[src/rtl/apb_master_bridge.sv]
// APB master bridge: one processor request becomes an APB SETUP/ACCESS transfer to one of NUM_SLV slaves.
// Optional wait-state timeout is built when APB_TIMEOUT_EN is defined.
module apb_master_bridge #(
   parameter int DATA_W  = 8,
   parameter int ADDR_W  = 8,
   parameter int NUM_SLV = 4,
   parameter int SEL_W   = $clog2(NUM_SLV)
) (
   input  logic                      clk,
   input  logic                      reset,
   input  logic                      start,
   input  logic                      write,
   input  logic [SEL_W-1:0]          sel,
   input  logic [ADDR_W-1:0]         addr,
   input  logic [DATA_W-1:0]         wdata,
   input  logic [7:0]                wait_cycles,
   output logic [DATA_W-1:0]         rdata,
   output logic                      stable,
   output logic                      error,
   output logic                      busy,
   output logic [NUM_SLV-1:0]        psel,
   output logic                      penable,
   output logic                      pwrite,
   output logic [ADDR_W-1:0]         paddr,
   output logic [DATA_W-1:0]         pwdata,
   input  logic [NUM_SLV-1:0]        pready,
   input  logic [NUM_SLV*DATA_W-1:0] prdata
);

   typedef enum logic [1:0] {IDLE, SETUP, ACCESS} state_t;

   state_t              state_q, state_d;
   logic [SEL_W-1:0]    req_sel_q, req_sel_d;
   logic [NUM_SLV-1:0]  psel_d, sel_onehot;
   logic                penable_d, pwrite_d, stable_d, error_d, busy_d;
   logic [ADDR_W-1:0]   paddr_d;
   logic [DATA_W-1:0]   pwdata_d, rdata_d, slv_rdata;
   logic                slv_ready, sel_valid;

   assign sel_valid = {1'b0, sel} < (SEL_W+1)'(NUM_SLV);

   // Only the latched target slave's pready/prdata can influence a transfer.
   always_comb begin
      sel_onehot = '0;
      slv_ready  = 1'b0;
      slv_rdata  = '0;
      for (int i = 0; i < NUM_SLV; i++) begin
         sel_onehot[i] = (sel == SEL_W'(i));
         if (req_sel_q == SEL_W'(i)) begin
            slv_ready = pready[i];
            slv_rdata = prdata[i*DATA_W +: DATA_W];
         end
      end
   end

`ifdef APB_TIMEOUT_EN
   logic [7:0] wait_q, wait_d, wcnt_q, wcnt_d;
   logic       timeout;

   // Abort on the (N+1)-th unready ACCESS sample, i.e. once N wait states were granted.
   assign timeout = (wait_q != 8'd0) && (wcnt_q == wait_q);
`else
   logic unused_wait_cycles;
   assign unused_wait_cycles = ^wait_cycles;
`endif

   always_comb begin
      // NOTE: every signal gets a default first so no path through the case infers a latch.
      state_d   = state_q;
      req_sel_d = req_sel_q;
      psel_d    = psel;
      penable_d = penable;
      pwrite_d  = pwrite;
      paddr_d   = paddr;
      pwdata_d  = pwdata;
      rdata_d   = rdata;
      error_d   = error;
      busy_d    = busy;
      stable_d  = 1'b0;
`ifdef APB_TIMEOUT_EN
      wait_d    = wait_q;
      wcnt_d    = wcnt_q;
`endif
      case (state_q)
         IDLE: begin
            if (start) begin
               req_sel_d = sel;
               pwrite_d  = write;
               paddr_d   = addr;
               pwdata_d  = wdata;
               error_d   = 1'b0;
`ifdef APB_TIMEOUT_EN
               wait_d    = wait_cycles;
`endif
               if (sel_valid) begin
                  state_d = SETUP;
                  psel_d  = sel_onehot;
                  busy_d  = 1'b1;
               end else begin
                  stable_d = 1'b1;
                  error_d  = 1'b1;
               end
            end
         end
         SETUP: begin
            state_d   = ACCESS;
            penable_d = 1'b1;
`ifdef APB_TIMEOUT_EN
            wcnt_d    = 8'd0;
`endif
         end
         ACCESS: begin
            if (slv_ready) begin
               state_d   = IDLE;
               psel_d    = '0;
               penable_d = 1'b0;
               busy_d    = 1'b0;
               stable_d  = 1'b1;
               error_d   = 1'b0;
               if (!pwrite) rdata_d = slv_rdata;
            end
`ifdef APB_TIMEOUT_EN
            else if (timeout) begin
               state_d   = IDLE;
               psel_d    = '0;
               penable_d = 1'b0;
               busy_d    = 1'b0;
               stable_d  = 1'b1;
               error_d   = 1'b1;
            end else if (wcnt_q != 8'hFF) begin
               wcnt_d = wcnt_q + 8'd1;
            end
`endif
         end
         default: state_d = IDLE;
      endcase
   end

   // NOTE: sequential state uses non-blocking assignments so all registers update together.
   always_ff @(posedge clk or negedge reset) begin
      if (!reset) begin
         state_q   <= IDLE;
         req_sel_q <= '0;
         psel      <= '0;
         penable   <= 1'b0;
         pwrite    <= 1'b0;
         paddr     <= '0;
         pwdata    <= '0;
         rdata     <= '0;
         stable    <= 1'b0;
         error     <= 1'b0;
         busy      <= 1'b0;
      end else begin
         state_q   <= state_d;
         req_sel_q <= req_sel_d;
         psel      <= psel_d;
         penable   <= penable_d;
         pwrite    <= pwrite_d;
         paddr     <= paddr_d;
         pwdata    <= pwdata_d;
         rdata     <= rdata_d;
         stable    <= stable_d;
         error     <= error_d;
         busy      <= busy_d;
      end
   end

`ifdef APB_TIMEOUT_EN
   always_ff @(posedge clk or negedge reset) begin
      if (!reset) begin
         wait_q <= 8'd0;
         wcnt_q <= 8'd0;
      end else begin
         wait_q <= wait_d;
         wcnt_q <= wcnt_d;
      end
   end
`endif

endmodule

[config.mk]
export PLATFORM = sky130hd
export DESIGN_NAME = apb_master_bridge
export DESIGN_NICKNAME = d
export VERILOG_FILES = /design/src/rtl/apb_master_bridge.sv
export SDC_FILE = /design/constraint.sdc
export NUM_CORES = 1
export LEC_CHECK = 0
export ABC_AREA = 1
export ABC_CLOCK_PERIOD_IN_PS = 3800
export CAP_MARGIN = 20
export CORE_MARGIN = 5
export CORE_UTILIZATION = 30
export DETAILED_ROUTE_END_ITERATION = 10
export GPL_TIMING_DRIVEN = 1
export PLACE_DENSITY = 0.66
export SLEW_MARGIN = 20
export SYNTH_ARGS = -nofsm -noshare
export SYNTH_HDL_FRONTEND = slang
export SYNTH_SLANG_ARGS = --single-unit
[constraint.sdc]
create_clock -name clk -period 3.8 [get_ports clk]
set_input_delay 0.76 -clock clk [delete_from_list [all_inputs] [get_ports clk]]
set_output_delay 0.76 -clock clk [all_outputs]
set_load 0.02 [all_outputs]
==> summary.txt <==
Outcome
  • Status: finished clean

Power
  • Power Density: 734.1 nW/um^2
  • Leakage: 0.001237 uW
  • P_int: 1124 uW
  • Switching Share: 43.23%
  • Combinational Power Share: 51.9%
  • Clock share of power: 12.9%
  • Worst vdd ir: 0.3361 mV
  • Net Switching: 855.7 uW
  • Seq pwr share: 35.3%

Global routing
  • Total global routing track utilization: 13.68%
  • First-pass GRT wire length: 8.052 mm
  • Largest net degree at the start of global routing: 37
  • Initial antenna violation count: 0
  • Grt total ovfl: 0
  • Number of global-route vias before repair: 1676

Logic synthesis
  • Mean post-synth cell area: 8.347 um^2
  • Ys Warns: 0
  • Yosys reg bits: 36
  • Syn nets: 270
  • Synthesized area: 1703 um^2
  • Post-synthesis sequential area ratio: 52.90%
  • Count of cell types in the netlist: 20
  • Mapped Cells: 204

Critical path
  • Crit-path most repeated cell: nand2_1
  • Critical path cell sequence: inv_1 -> nand3_1 -> nand4_2 -> nand3_2 -> nand2_1 -> nand2_1
  • Reg2reg path depth: 6
  • Critical path arrival: 2.35 ns
  • Critical Path End Type: flip-flop
  • Worst r2r dst: rdata[7]
  • RR Startpoint: req_sel_q[0]
  • Startpoint Class: flip-flop
  • CP required: 4.02 ns
  • FF-to-FF setup slack: 1.67 ns
  • CP Max Fanout: 21
  • Critical path origin: req_sel_q[0]
  • Worst path max stage delay: 0.77 ns
  • Crit path to: rdata[7]
  • Setup CP Type: reg -> reg
  • Slowest CP cell: dfrtp_1

CTS
  • CTS tree: built
  • Num CTS Buffers: 5
  • Post-CTS Setup Inserts: 0
  • Clock sinks: 36
  • Skew-Pair Late Insertion Delay: 0.28 ns
  • H-Tree Level Count: 2
  • Clk slew on worst S/H paths: 0.07 ns
  • Clock Path Buffers: 2
  • CTS root buffer: clkbuf_8
  • Hold Buf Count CTS: 0
  • Post_cts resized: 0

Floorplan
  • Row Count: 27
  • Die Ht: 85.34 um
  • I/O pin cnt: 99
  • Core area: 5507 um^2
  • Die X: 85.34 um
  • Die area: 7283 um^2
  • Initial Utilization: 30.92%

Route
  • Via density: 4.624
  • Initial DRC Count: 46
  • Drt pass-1 iters: 4
  • ANT nets after route: 0
  • # DRC: 0
  • Via count: 1674
  • Drt total wl: 4.878 mm
  • Average wire per standard cell: 13.48 um

Final layout
  • Share of layout cells above drive strength 1: 6.897%
  • Most common cell after layout, fill and taps aside: clkdlybuf4s50_1
  • Most frequent cells in the layout: 88 x clkdlybuf4s50_1, 85 x nand2_1, 36 x dfrtp_1
  • # fillers: 555
  • Ant. Diodes: 0
  • Syn-to-layout area delta: 58.34%
  • # nets final: 356
  • Reg area: 900.9 um^2
  • Finished Layout Cells: 362
  • Multi-input logic area: 700.7 um^2
  • Final instance area: 2696 um^2

STA
  • Worst Tran Pin Value: 0.9671 ns
  • Setup TNS Final: 0 ns
  • RSZ-0062 raised after global routing: no
  • Final Hold Fails: 0
  • Fmax: 468.9 MHz
  • Setup Skew: 0.004015 ns
  • Slew Viols, Final: 0
  • Max-slew headroom: 35.29%
  • Final worst-path cycle share: 56.12%
  • Final hold slack: 0.4850 ns
  • Endpoints failing setup: 0
  • Post-layout min period: 2.133 ns

Run
  • Number of max-cap violations: 0

Place
  • # placed instances: 355
  • Port bufs: 89
  • Cell area after placement: 2619 um^2
  • GPL Wtd Cong: 0.7295
  • Post-DP HPWL: 3.587 mm

Min path
  • Hold Crit Class: reg -> reg
  • Hold path cells: 2
## worst max-delay path: cells and delay by family, from the launching register on
family / cells / cell delay [ns]
flip-flops: 1 / 0.77
AND/OR/NAND/NOR: 5 / 0.97
buffers and inverters: 1 / 0.33
## Yosys cell counts
cell type | count | area [um^2]
clkinv_1 | 1 | 3.750
o21ai_0 | 2 | 10.01
clkbuf_1 | 1 | 3.750
nand4_1 | 16 | 100.1
nor2_2 | 1 | 6.260
o21ai_1 | 2 | 10.01
inv_2 | 3 | 11.26
nand2_8 | 1 | 20.02
conb_1 | 1 | 3.750
buf_2 | 6 | 30.03
buf_4 | 3 | 22.52
nand3_2 | 5 | 50.05
nand4_2 | 1 | 12.51
nand2_1 | 85 | 319.1
inv_1 | 5 | 18.77
buf_6 | 1 | 11.26
nor2_1 | 2 | 7.510
nand3_1 | 31 | 155.2
dfrtp_1 | 36 | 900.9
nand2_2 | 1 | 6.260
## area by class of cell
| class | count | share of cell area (%) |
|---|---|---|
| clock buffers | 6 | 2.691 |
| flip-flops and latches | 36 | 33.41 |
| well taps | 72 | 3.341 |
| inverters | 9 | 1.253 |
| multi-input cells | 148 | 25.99 |
| clock inverters | 1 | 0.1856 |
| repair buffers | 90 | 33.13 |
## state kept, by name, indices dropped and copies added (netlist names), 2 cells and up
name       flops
paddr          8
req_sel_q      2
psel           4
rdata          8
pwdata         8
state_q        2
## logic make-up (layout without fill, tap and decap cells)
family	after synthesis	count (layout)	synth area share, %
compound gates	4	4	1.176
buf+inv	20	106	5.951
flops	36	36	52.90
other cells	1	1	0.2202
simple gates	143	143	39.75
## worst min path at each step
| stage | startpoint | end | slack (ns) |
|---|---|---|---|
| floorplan | reset | busy | 0.46 |
| global placement | penable | penable | 0.46 |
| detailed placement | paddr[2] | paddr[2] | 0.47 |
| CTS | rdata[5] | rdata[5] | 0.49 |
| global route | rdata[6] | rdata[6] | 0.51 |
| finish | paddr[5] | paddr[5] | 0.49 |
## power groups by stage
| stage | logic (uW) | registers (uW) | clock network (uW) |
|---|---|---|---|
| after floorplan | 459 | 831 | 0 |
| after global placement | 1030 | 698 | 0 |
| after detailed placement | 1040 | 701 | 0 |
| after CTS | 1040 | 699 | 262 |
| after global routing | 1120 | 727 | 277 |
| final | 1030 | 698 | 255 |
## per-stage QoR
| step | power (uW) | utilization (%) | setup WS (ns) |
|---|---|---|---|
| after floorplan | 1290 | - | 2.383 |
| after global placement | 1732 | 47.56 | 1.539 |
| after detailed placement | 1744 | 47.56 | 1.520 |
| after CTS | 2006 | 48.97 | 1.664 |
| after global routing | 2127 | 48.97 | 1.473 |
| final | 1979 | 48.97 | 1.667 |
## layer usage
metal	track usage [%]	up-vias	wire length [um]
met5	0	-	0
met4	5.036	0	131
met3	6.019	14	446
met2	22.53	54	2330
met1	15.67	764	1969
li1	-	842	-
Power figures use the tool's default switching activity.
==> variant 1: new RTL, same settings <==
Build with the macro `APB_TIMEOUT_EN` defined.
--- a/src/rtl/apb_master_bridge.sv
+++ b/src/rtl/apb_master_bridge.sv
@@ -2,2 +2,4 @@
 // Optional wait-state timeout is built when APB_TIMEOUT_EN is defined.
+`define APB_TIMEOUT_EN
+
 module apb_master_bridge #(
Formal check against the unedited RTL: not equivalent (a bounded check fails within 10 cycles, from zero or initial values and one cycle with reset low).
==> variant 1 against the unedited design <==
Area after synthesis grew 58%; count of clock-buffer cells in the layout did not move; design area increased by 44%; power increased by 38%; clock power grew 59%; setup slack improved by 3.0 ps; sequential cell count up 17; die area grew 51%; synthesized cell count grew 68%; sequential power increased by 36%; core utilization decreased by 4.3 points; routed wire length grew 45%; final cell count is 52% higher; sequential share of layout area up 0.65 points; critical path type is now register to output port.
==> variant 1: results (changes against the unedited design) <==
status complete, no violations; GR Layer Usage met3 3.884% (-2.1 points); Multi-In Gates 251 (+70%); met3 WL 401 um (-10%); worst-path fanout max 3 (-86%); crit-path max cell delay 640 ps (-130 ps); reg2reg setup slack 2050 ps (+380 ps); Rows 34 (+26%); global-route wire length before repair 12190 um (+51%); Worst-Skew Late Latency 310 ps (+30 ps); Commonest cells post-synth nand2_1, dfrtp_1, inv_1; non-clk buf share 25.45% (-7.7 points); Worst R2R Start wcnt_q[0]$_DFFE_PN0P_; Clk pwr share 14.9% (+2.0 points); DRT Wirelength 7073 um (+45%); total track usage 13.20% (-0.48 points); M2 GR Usage 21.90% (-0.63 points); Clock transition at path regs 100 ps (+30 ps); register area 1326 um^2 (+47%); hpwl dp 5326 um (+48%); fin nets 508 (+43%); Metal-1 WL 3197 um (+62%); placed cell area 3774 um^2 (+44%); Synth Net Count 409 (+51%); switching pwr 1.144 mW (+34%); hold crit path type primary input to asynchronous set/reset pin; # fillers 848 (+53%); RePlAce Congestion 0.8287 (+14%); RR Endpoint wcnt_q[4]$_DFFE_PN0P_; Distinct cells, synth 31 (+55%); Leakage 1.877 nW (+52%); Crit path max-delay family buffers and inverters; internal power 1.582 mW (+41%); Signal inverters 30 (+21); critical path's slowest cell clkdlybuf4s50_1; Non-clk bufs 100 (+11%); P_comb 1.37 mW (+33%); largest cells by area after synthesis dfrtp_1, nand2_1, nand3_1, inv_1, xor2_1; layout cells sized above 1 9.729% (+2.8 points); ClkCell Share 3.085% (+0.21 points); GRT met1 Usage 17.18% (+1.5 points); Slew @ Worst Pin 552.2 ps (-414.9 ps); Place WS 1515 ps (-5.380 ps); number of flip-flops and latches 53 (+47%); sequential area share after synthesis 49.30% (-3.6 points); vias in the first global route 2583 (+54%); Iter 0 DRT Violations 92 (+100%)
[variant 1: logic make-up (layout without fill, tap and decap cells)]
| group | after synthesis | in the layout | share of synthesized area [%] |
|---|---|---|---|
| AND/OR/NAND/NOR | 221 | 221 | 36.88 |
| AO/OA/AOI/OAI | 22 | 22 | 5.302 |
| adder cells (fa/ha/maj) | 1 | 1 | 0.4650 |
| flip-flops | 53 | 53 | 49.30 |
| XOR/XNOR | 7 | 7 | 2.279 |
| buffers and inverters | 38 | 138 | 5.767 |
[variant 1: metrics by stage]
| step | utilization, % | std cells | hold WS [ps] |
|---|---|---|---|
| 2_1_floorplan | - | 342 | 464.4 |
| 3_3_place_gp | 43.27 | 542 | 457.1 |
| 3_5_place_dp | 43.27 | 542 | 464.2 |
| 4_1_cts | 44.65 | 550 | 447.4 |
| 5_1_grt | 44.65 | 550 | 475.7 |
| 6_report | 44.65 | 550 | 425.0 |
==> variant 2: new RTL, same flow settings <==
Without the edit above. `paddr` no longer has a reset.
--- a/src/rtl/apb_master_bridge.sv
+++ b/src/rtl/apb_master_bridge.sv
@@ -146,3 +146,2 @@
          pwrite    <= 1'b0;
-         paddr     <= '0;
          pwdata    <= '0;
@@ -158,3 +157,2 @@
          pwrite    <= pwrite_d;
-         paddr     <= paddr_d;
          pwdata    <= pwdata_d;
@@ -165,2 +163,6 @@
       end
+   end
+
+   always_ff @(posedge clk) begin
+      paddr <= paddr_d;
    end
Check against the original RTL: not equivalent (a bounded check fails within 4 cycles, from zero or initial values and one cycle with reset low).
==> variant 2 against the unedited design <==
Non-clock buffer count rose by 1; via count decreased by 4.7%; routed wire length is 4.8% lower; sequential cell count did not move; global-route usage shrank 0.44 points; power fell by 7.5%; area after synthesis is 1.4% lower; design area shrank 0.32%; largest power group unchanged; setup slack better by 100 ps; core utilization is 0.14 points higher; clock skew decreased by 1.2 ps; count of clock-buffer cells in the layout up 1.
==> variant 2: results (changes against the unedited design) <==
hpwl dp 3476 um (-3.1%); Place WS 1450 ps (-69.74 ps); clk_skew 2.820 ps (-1.195 ps); Worst R2R Start req_sel_q[1]$_DFFE_PN0P_; reg2reg path depth 6 (unchanged); Clock transition at path regs 70 ps (about the same); Avg Cell Area, Syn 9.126 um^2 (+9.3%); Min Hold Slack 477.6 ps (-7.425 ps); drt pass-1 iters 4 (unchanged); Synth Flop Type dfrtp_1; Iter 0 DRT Violations 104 (+130%); Crit path max-delay family buffers and inverters; status complete, no violations; layout cells sized above 1 5.839% (-1.1 points); Distinct cells, synth 23 (+15%); Leakage 1.171 nW (-5.3%); hold wc startpoint penable$_DFFE_PN0P_; Synth Area in Compound Gates 1.490% (+0.31 points); total track usage 13.23% (-0.44 points); Final Non-Filler Cells 346 (-4.4%); worst-path fanout max 20 (-4.8%); largest cells by area after synthesis dfrtp_1, nand2_1, edfxtp_1, nand3_1, nand4_1; vias in the first global route 1577 (-5.9%); CP startpoint start; CTS H-tree depth 2 (unchanged); Min-Delay Endpoint penable$_DFFE_PN0P_; peak supply drop 0.4107 mV (+22%); setup violators final 0 (unchanged); Post-synth ARST share 77.78% (-22 points); global-route wire length before repair 7603 um (-5.6%); Tmin final 2031 ps (-101.9 ps); reg2reg setup slack 1980 ps (+310 ps); Worst Setup EP paddr[0]$_DFFE_PP_; placed cell area 2608 um^2 (-0.43%); critical path's slowest cell inv_1; largest net degree at the start of global routing 29 (-22%); slew margin rel. 37.74% (+2.5 points); RR Endpoint rdata[2]$_DFFE_PN0P_; Synth Net Count 250 (-7.4%); via count 1596 (-4.7%); sequential area share after synthesis 56.04% (+3.1 points); Layout Utilization 49.11% (+0.14 points); Commonest cells post-synth nand2_1, nand3_1, dfrtp_1; crit path DAT 1950 ps (-400 ps); crit-path max cell delay 470 ps (-300 ps); DRT Wirelength 4645 um (-4.8%); number of flops mapped to enable cells by yosys 8 (+8); RePlAce Congestion 0.7420 (+1.7%); fin nets 339 (-4.8%)
[variant 2: power breakdown]
| part | internal [mW] | switching (mW) | total [mW] |
|---|---|---|---|
| clock | 0.128 | 0.125 | 0.253 |
| sequential | 0.542 | 0.136 | 0.678 |
| combinational | 0.398 | 0.503 | 0.901 |
| total | 1.07 | 0.764 | 1.83 |
[variant 2: cell type report]
type / instances / area [um^2]
Clock buffer: 7 / 76.32
Clock inverter: 1 / 3.754
Fill cell: 545 / 2785
Inverter: 9 / 33.78
Multi-Input combinational cell: 130 / 636.9
Sequential cell: 36 / 940.9
Tap cell: 72 / 90.09
Timing Repair Buffer: 91 / 905.9
[variant 2: tightest hold or removal path: stages (launching register included)]
cell     delay, ps
dfrtp_1        350
nand2_1         50
nand2_1         50
[variant 2: routing by layer]
layer	track usage (%)	vias to the layer above	routed length, um
met3	3.981	8	275
met2	22.06	49	2365
met5	0	-	0
met4	5.036	0	86
li1	-	795	-
met1	16.11	744	1918
